File: src/rtl/prog_loader.sv
// Byte-stream program loader: receives a framed image (sync, length, base, data, xor checksum)
// and writes it into the 256x8 RAM, keeping the CPU halted until a frame verifies.
module prog_loader #(
   parameter logic [7:0]  SYNC_BYTE = 8'hA5,
   parameter int unsigned TIMEOUT   = 1000,
   parameter int unsigned TO_W      = 16
) (
   input  logic       clk,
   input  logic       rst_n,
   input  logic [7:0] rx_data,
   input  logic       rx_valid,
   output logic       rx_ready,
   output logic       ram_we,
   output logic [7:0] ram_addr,
   output logic [7:0] ram_wdata,
   output logic       cpu_run,
   output logic       load_done,
   output logic       load_err,
   output logic       busy
);

   typedef enum logic [2:0] {
      S_IDLE,
      S_LEN,
      S_BASE,
      S_DATA,
      S_CSUM
   } state_t;

   localparam logic [TO_W-1:0] TO_LAST = TO_W'(TIMEOUT - 1);

   state_t          state_q, state_d;
   logic [8:0]      count_q, count_d;
   logic [7:0]      ptr_q, ptr_d;
   logic [7:0]      xor_q, xor_d;
   logic [TO_W-1:0] to_q, to_d;
   logic            we_q, we_d;
   logic [7:0]      addr_q, addr_d;
   logic [7:0]      wdata_q, wdata_d;
   logic            run_q, run_d;
   logic            done_q, done_d;
   logic            err_q, err_d;

   logic accept;
   logic timeoutHit;

   // The loader never stalls the source, so every valid byte is a transfer.
   assign accept     = rx_valid;
   assign timeoutHit = (state_q != S_IDLE) && !accept && (to_q == TO_LAST);

   always_ff @(posedge clk) begin
      if (!rst_n) begin
         state_q <= S_IDLE;
      end else begin
         state_q <= state_d;
      end
   end

   always_comb begin
      state_d = state_q;
      unique case (state_q)
         S_IDLE: if (accept && rx_data == SYNC_BYTE) state_d = S_LEN;
         S_LEN:  if (accept) state_d = S_BASE;
         S_BASE: if (accept) state_d = S_DATA;
         S_DATA: if (accept && count_q == 9'd1) state_d = S_CSUM;
         S_CSUM: if (accept) state_d = S_IDLE;
         default: state_d = S_IDLE;
      endcase
      if (timeoutHit) state_d = S_IDLE;
   end

   // A byte accepted in the cycle the idle counter would expire takes priority over the timeout.
   always_comb begin
      count_d = count_q;
      ptr_d   = ptr_q;
      xor_d   = xor_q;
      to_d    = to_q;
      we_d    = 1'b0;
      addr_d  = addr_q;
      wdata_d = wdata_q;
      run_d   = run_q;
      done_d  = done_q;
      err_d   = err_q;
      if (state_q == S_IDLE) begin
         to_d = '0;
         if (accept && rx_data == SYNC_BYTE) begin
            run_d  = 1'b0;
            done_d = 1'b0;
            err_d  = 1'b0;
         end
      end else if (accept) begin
         to_d = '0;
         unique case (state_q)
            S_LEN: count_d = (rx_data == 8'd0) ? 9'd256 : {1'b0, rx_data};
            S_BASE: begin
               ptr_d = rx_data;
               xor_d = 8'd0;
            end
            S_DATA: begin
               we_d    = 1'b1;
               addr_d  = ptr_q;
               wdata_d = rx_data;
               ptr_d   = ptr_q + 8'd1;
               xor_d   = xor_q ^ rx_data;
               count_d = count_q - 9'd1;
            end
            S_CSUM: begin
               if (rx_data == xor_q) begin
                  done_d = 1'b1;
                  run_d  = 1'b1;
               end else begin
                  err_d = 1'b1;
                  run_d = 1'b0;
               end
            end
            default: ;
         endcase
      end else if (timeoutHit) begin
         to_d  = '0;
         err_d = 1'b1;
         run_d = 1'b0;
      end else begin
         to_d = to_q + TO_W'(1);
      end
   end

   always_ff @(posedge clk) begin
      if (!rst_n) begin
         count_q <= '0;
         ptr_q   <= '0;
         xor_q   <= '0;
         to_q    <= '0;
         we_q    <= 1'b0;
         addr_q  <= '0;
         wdata_q <= '0;
         run_q   <= 1'b0;
         done_q  <= 1'b0;
         err_q   <= 1'b0;
      end else begin
         count_q <= count_d;
         ptr_q   <= ptr_d;
         xor_q   <= xor_d;
         to_q    <= to_d;
         we_q    <= we_d;
         addr_q  <= addr_d;
         wdata_q <= wdata_d;
         run_q   <= run_d;
         done_q  <= done_d;
         err_q   <= err_d;
      end
   end

   always_comb begin
      rx_ready  = 1'b1;
      busy      = (state_q != S_IDLE);
      ram_we    = we_q;
      ram_addr  = addr_q;
      ram_wdata = wdata_q;
      cpu_run   = run_q;
      load_done = done_q;
      load_err  = err_q;
   end

endmodule

File: config.mk
export PLATFORM = sky130hd
export DESIGN_NAME = prog_loader
export DESIGN_NICKNAME = d
export VERILOG_FILES = /design/src/rtl/prog_loader.sv
export SDC_FILE = /design/constraint.sdc
export NUM_CORES = 1
export LEC_CHECK = 0
export ABC_AREA = 0
export BUFFER_PORTS_ARGS = -buffer_cell sky130_fd_sc_hd__buf_2
export CORE_MARGIN = 2
export CORE_UTILIZATION = 36
export CTS_CLUSTER_DIAMETER = 80
export DETAILED_ROUTE_END_ITERATION = 8
export PLACE_DENSITY_LB_ADDON = 0.3
export SYNTH_ARGS = -nofsm -noshare
export SYNTH_HDL_FRONTEND = slang
export SYNTH_SLANG_ARGS = --single-unit
File: constraint.sdc
create_clock -name clk -period 2.5 [get_ports clk]
set_clock_uncertainty 0.2 [all_clocks]
set_input_delay 0.25 -clock clk [delete_from_list [all_inputs] [get_ports clk]]
set_output_delay 0.25 -clock clk [all_outputs]
set_load 0.01 [all_outputs]
* Yosys cells after proc, flatten, opt, wreduce, memory -nomap -nowiden
Index checks and enable logic that the tools add are counted.
Operators by class: add/subtract/negate cells 3, equality and inequality tests 15, muxes and demuxes 26, bitwise operators 4, reduce and logical (&&, ||, !) cells 24
Operators with widths (count):
- $pmux W8 S2 | 2
- $pmux W9 S2 | 1
- $add A16 B1 Y16 const B | 1
- $eq A16 B10 Y1 const B | 1
- $mux W1 | 16
- $mux W3 | 5
- $pmux W3 S5 | 1
- $reduce_and A3 Y1 | 4
- $ne A2 B2 Y1 const B | 5
- $reduce_bool A2 Y1 | 5
- $eq A9 B1 Y1 const B | 1
- $mux W9 | 1
- $sub A9 B1 Y9 const B | 1
- $add A8 B1 Y8 const B | 1
- $eq A8 B8 Y1 | 1
- $eq A8 B8 Y1 const B | 1
- $logic_not A8 Y1 | 1
- $reduce_and A4 Y1 | 2
- $xor A8 B8 Y8 | 1
- $eq A3 B2 Y1 const B | 2
- $reduce_bool A3 Y1 | 2
- $reduce_and A5 Y1 | 1
- $logic_and A1 B1 Y1 | 4
- $reduce_or A4 Y1 | 1
- 9 further kinds | 11
Word-level totals: register bits 64, word-level logic and storage cells 83

* Depth between registers and ports, before layout
word-level depth 6, gate-level depth with buffers 7, mapped depth without buffers 6

* Worst setup path before layout
Ideal clock, no wire load.
path kind register to register, from register count_q[0], to register count_q[4], library setup time 58 ps, data arrival time 1598 ps, path slack 644 ps, cell stages (with the launch flop) 7, path buffers 0, clock period less this slack 1856 ps, cells stage by stage dfxtp_1 > inv_1 > ha_1 > or3b_2 > or3_1 > a21oi_1 > o21a_1
On the way: cells in the longest elaborated chain, start to end 2
RTL lines:
- start: declaration | RTL line 33 | logic [8:0] count_q, count_d;
- start signal: assignment | RTL line 140 | count_q <= count_d;
- $sub A9 B1 Y9 | RTL line 105 | count_d = count_q - 9'd1;
- $pmux W9 S2 | RTL line 93 | unique case (state_q)
No other way between the ends. A chain may end at the register's enable or synchronous reset.

* Worst setup path in the final report
from register to_q[0], to register to_q[14]
On the way: cells in the longest elaborated chain, start to end 3, elaborated cells on any way between the ends 4, those cells by class add/sub (1); eq/ne (1); reduce/logical (2)
RTL lines:
- start: declaration | RTL line 36 | logic [TO_W-1:0] to_q, to_d;
- start signal: assignment | RTL line 143 | to_q <= to_d;
- branches (longest 3 deep; another with $add A16 B1 Y16)
Parallel ways; which one is timed is not known.

==> results.tsv <==
stage	metric	value	unit
clock_tree	Clock Path Buffers	2	
critical_path	startpoint types	flop	
routing	vias after detailed routing	2853	
floorplan	Die Width	97.6	um
final_layout	Filler Cells Inserted	896	
clock_tree	number of H-tree levels	3	
synthesis	warnings from Yosys	0	
final_layout	Post-Layout Inst Area	3600	um^2
synthesis	Synth area leader	dfxtp_1	
grt	initial antenna violation count	0	
power	Leak Pwr	0.00128	uW
critical_path	cells along the critical path	ha_1 -> nand4_1 -> nand4b_1 -> nand3_1 -> buf_4 -> a21oi_1	
floorplan	Starting Density	36.7	%
synthesis	count of cell types in the netlist	57	
synthesis	Synth Instances	395	
sta	Tcrit/Tclk final	80.2	%
place	Placed Area	3380	um^2
synthesis	synthesized cell area	3150	um^2
place	number of buffers added on ports	31	
final_layout	Register Area	1280	um^2
grt	first-pass GRT wire length	12800	um
clock_tree	Hold-fix buffers, CTS	0	
floorplan	Core ar.	8590	um^2
synthesis	Yosys top cell area share	40.7	%
floorplan	I/O Pins	33	
critical_path	reg2reg path depth	6	
critical_path	worst reg2reg path startpoint	to_q[0]	
synthesis	Post-synth EDFFs	0	
synthesis	Top FF cell, synth	dfxtp_1	
sta	Max Clk Rate	0.499	GHz
clock_tree	CTS Root Cell	clkbuf_8	
flow_run	Max Cap Viol	0	
critical_path	RR Endpoint	to_q[14]	
floorplan	DIE AREA	9520	um^2
clock_tree	setup bufs post-CTS	0	
clock_tree	later-pin clock latency in the skew report	340	ps
hold_path	hold path start	rx_data[3]	
final_layout	area grow syn2layout	14.4	%
grt	Total GRT Usage	16.6	%
synthesis	async set-reset flop share out of synthesis	0	%
clock_tree	CTS sink cnt	64	
synthesis	syn nets	410	
final_layout	commonest non-fill, non-tap cell in the layout	dfxtp_1	
critical_path	critical path class	flop to flop	
final_layout	antenna cells	0	
critical_path	Buffers & Inverters on Critical Path	1	
critical_path	Max FO, Critical Path	9	
critical_path	worst path arrival time	2030	ps
synthesis	Seq/Total Area, Yosys	40.7	%
floorplan	num rows	34	
critical_path	Crit path max-delay family	simple AND/OR/NAND/NOR gates	
final_layout	nets	433	
sta	relative slew slack	54.6	%
place	dpl cells	515	
place	Placement Setup Slack	486	ps
critical_path	Worst Setup End Kind	flop	
floorplan	die height	97.6	um
sta	final slew viol count	0	
power	P per Cell Area	578	nW/um^2
clock_tree	clock-pin slew on the worst setup and hold paths	70	ps
critical_path	CP max stage delay	400	ps
power	worst vdd ir	0.000419	V
grt	grt total ovfl	0	
clock_tree	Resize count post-CTS	0	
final_layout	most frequent cells in the layout	dfxtp_1 (64), nand2_1 (50), a21oi_1 (43)	
hold_path	WHS Path Cells	3	
hold_path	Hold Crit Class	input port to flop	
synthesis	syn_area_per_cell	7.98	um^2
place	GPL Wtd Cong	0.852	
hold_path	hold-critical path endpoint	ram_wdata[3]	
synthesis	Area contributors post-synth	dfxtp_1 (41%), a21oi_1 (6.8%), nand2_1 (6.0%)	
status	status	finished, final reports clean	
final_layout	non-filler cells, final	531	
sta	RSZ-0062 raised after global routing	no	
routing	1st-iter DRT viols	148	
critical_path	CP max-delay cell	dfxtp_1	
grt	largest net degree at the start of global routing	38	
sta	Worst Slack Setup Final	494	ps
critical_path	Required @ worst endpoint	2520	ps
routing	vias per inst	5.37	
critical_path	reg2reg setup slack	490	ps
final_layout	fraction of layout cells with a size suffix above 1	15.1	%
sta	Slew @ Worst Pin	680	ps
routing	Total Wirelength	7480	um
routing	Residual DRC	0	
final_layout	multi-input combinational cell area	1710	um^2
sta	minimum clock period	2010	ps
routing	WL/cell	14.1	um
sta	Final setup viols	0	
sta	Hold Fails Final Rpt	0	
grt	number of global-route vias before repair	2645	
place	DPL Wire Length	5170	um
sta	setup TNS	0	ps
synthesis	#FFs+latches synth	64	
routing	Pre-antenna DRT Iters	4	
routing	Final ANT Viol Nets	0	
clock_tree	CTS tree	built	
clock_tree	CTS Buf Count	9	
power	Design Power	2080	uW
[where the power goes]
part	switching (uW)	total [uW]	internal (uW)
sequential	0.441	1020	1020
combinational	46.6	62.0	15.4
clock	414	1000	587
[cells by family after synthesis]
kind of cell	Yosys count	synth area share, %
AO/OA/AOI/OAI	97	18.3
flip-flops	64	40.7
XOR/XNOR	21	5.84
AND/OR/NAND/NOR	167	28.0
buffers and inverters	40	5.20
multiplexers	1	0.318
other	1	0.119
adder cells (fa/ha/maj)	4	1.59
[cell usage after synthesis, types with 2 or more instances]
master and instances:
inv_1 13, xnor2_1 10, o21a_1 3, a31o_2 2, and3b_1 2, nand3b_1 10, a221oi_1 3, ha_1 4
nand3_1 12, a211oi_1 2, nand2b_1 2, nand2_1 50, and2_1 4, nor2b_1 9, o31ai_1 3, a21oi_1 43
nor3_1 9, clkbuf_2 2, nor3b_1 6, xor2_1 11, o21ai_0 25, and4_1 2, a311oi_1 2, nand4_1 8
nor4_1 7, a31oi_1 3, a21o_1 2, dfxtp_1 64, nor2_1 30, a41oi_1 2, or3_1 2, clkbuf_1 17
and3_1 2, buf_2 6
[metal layers]
metal / vias to the layer above / wire (um) / GRT usage (%)
met5: - / 0 / 0
met4: 0 / 112 / 5.88
met3: 10 / 375 / 4.68
met2: 68 / 3420 / 26.0
met1: 1340 / 3570 / 21.8
li1: 1435 / - / -
[registers in the layout (all words and copies together), names as in the netlist]
name       flops
to_q          16
load_err       1
xor_q          8
state_q        3
ram_wdata      8
cpu_run        1
count_q        9
ptr_q          8
ram_we         1
load_done      1
ram_addr       8
[through the flow]
| step | hold WS [ps] | utilization (%) |
|---|---|---|
| floorplan | 176 | - |
| global placement | 240 | 39.4 |
| detailed placement | 246 | 39.4 |
| CTS | 3.44 | 41.9 |
| global route | 13.3 | 41.9 |
| finish | 14.2 | 41.9 |
[area by class of cell]
type                    count  area share (%)
clock buffers              11            3.92
well taps                 108            3.75
clock inverters             5            2.22
inverters                  14            1.46
repair buffers             38            5.76
multi-input cells         291            47.3
flip-flops and latches     64            35.5
[worst register-to-register path, cell delays in order (launching register included)]
cell	delay (ps)
dfxtp_1	400
ha_1	250
nand4_1	170
nand4b_1	260
nand3_1	330
buf_4	230
a21oi_1	50
[how the worst max path moves through the flow]
stage | from | endpoint | slack (ps) | depth (start not counted)
after detailed placement | to_q[0] | to_q[15] | 490 | 6
after floorplan | count_q[0] | count_q[4] | 640 | 6
after global placement | to_q[0] | to_q[15] | 560 | 6
after CTS | to_q[0] | to_q[15] | 480 | 6
final | to_q[0] | to_q[14] | 490 | 6
after global routing | to_q[0] | to_q[14] | 300 | 6
Power figures use the tool's default switching activity.
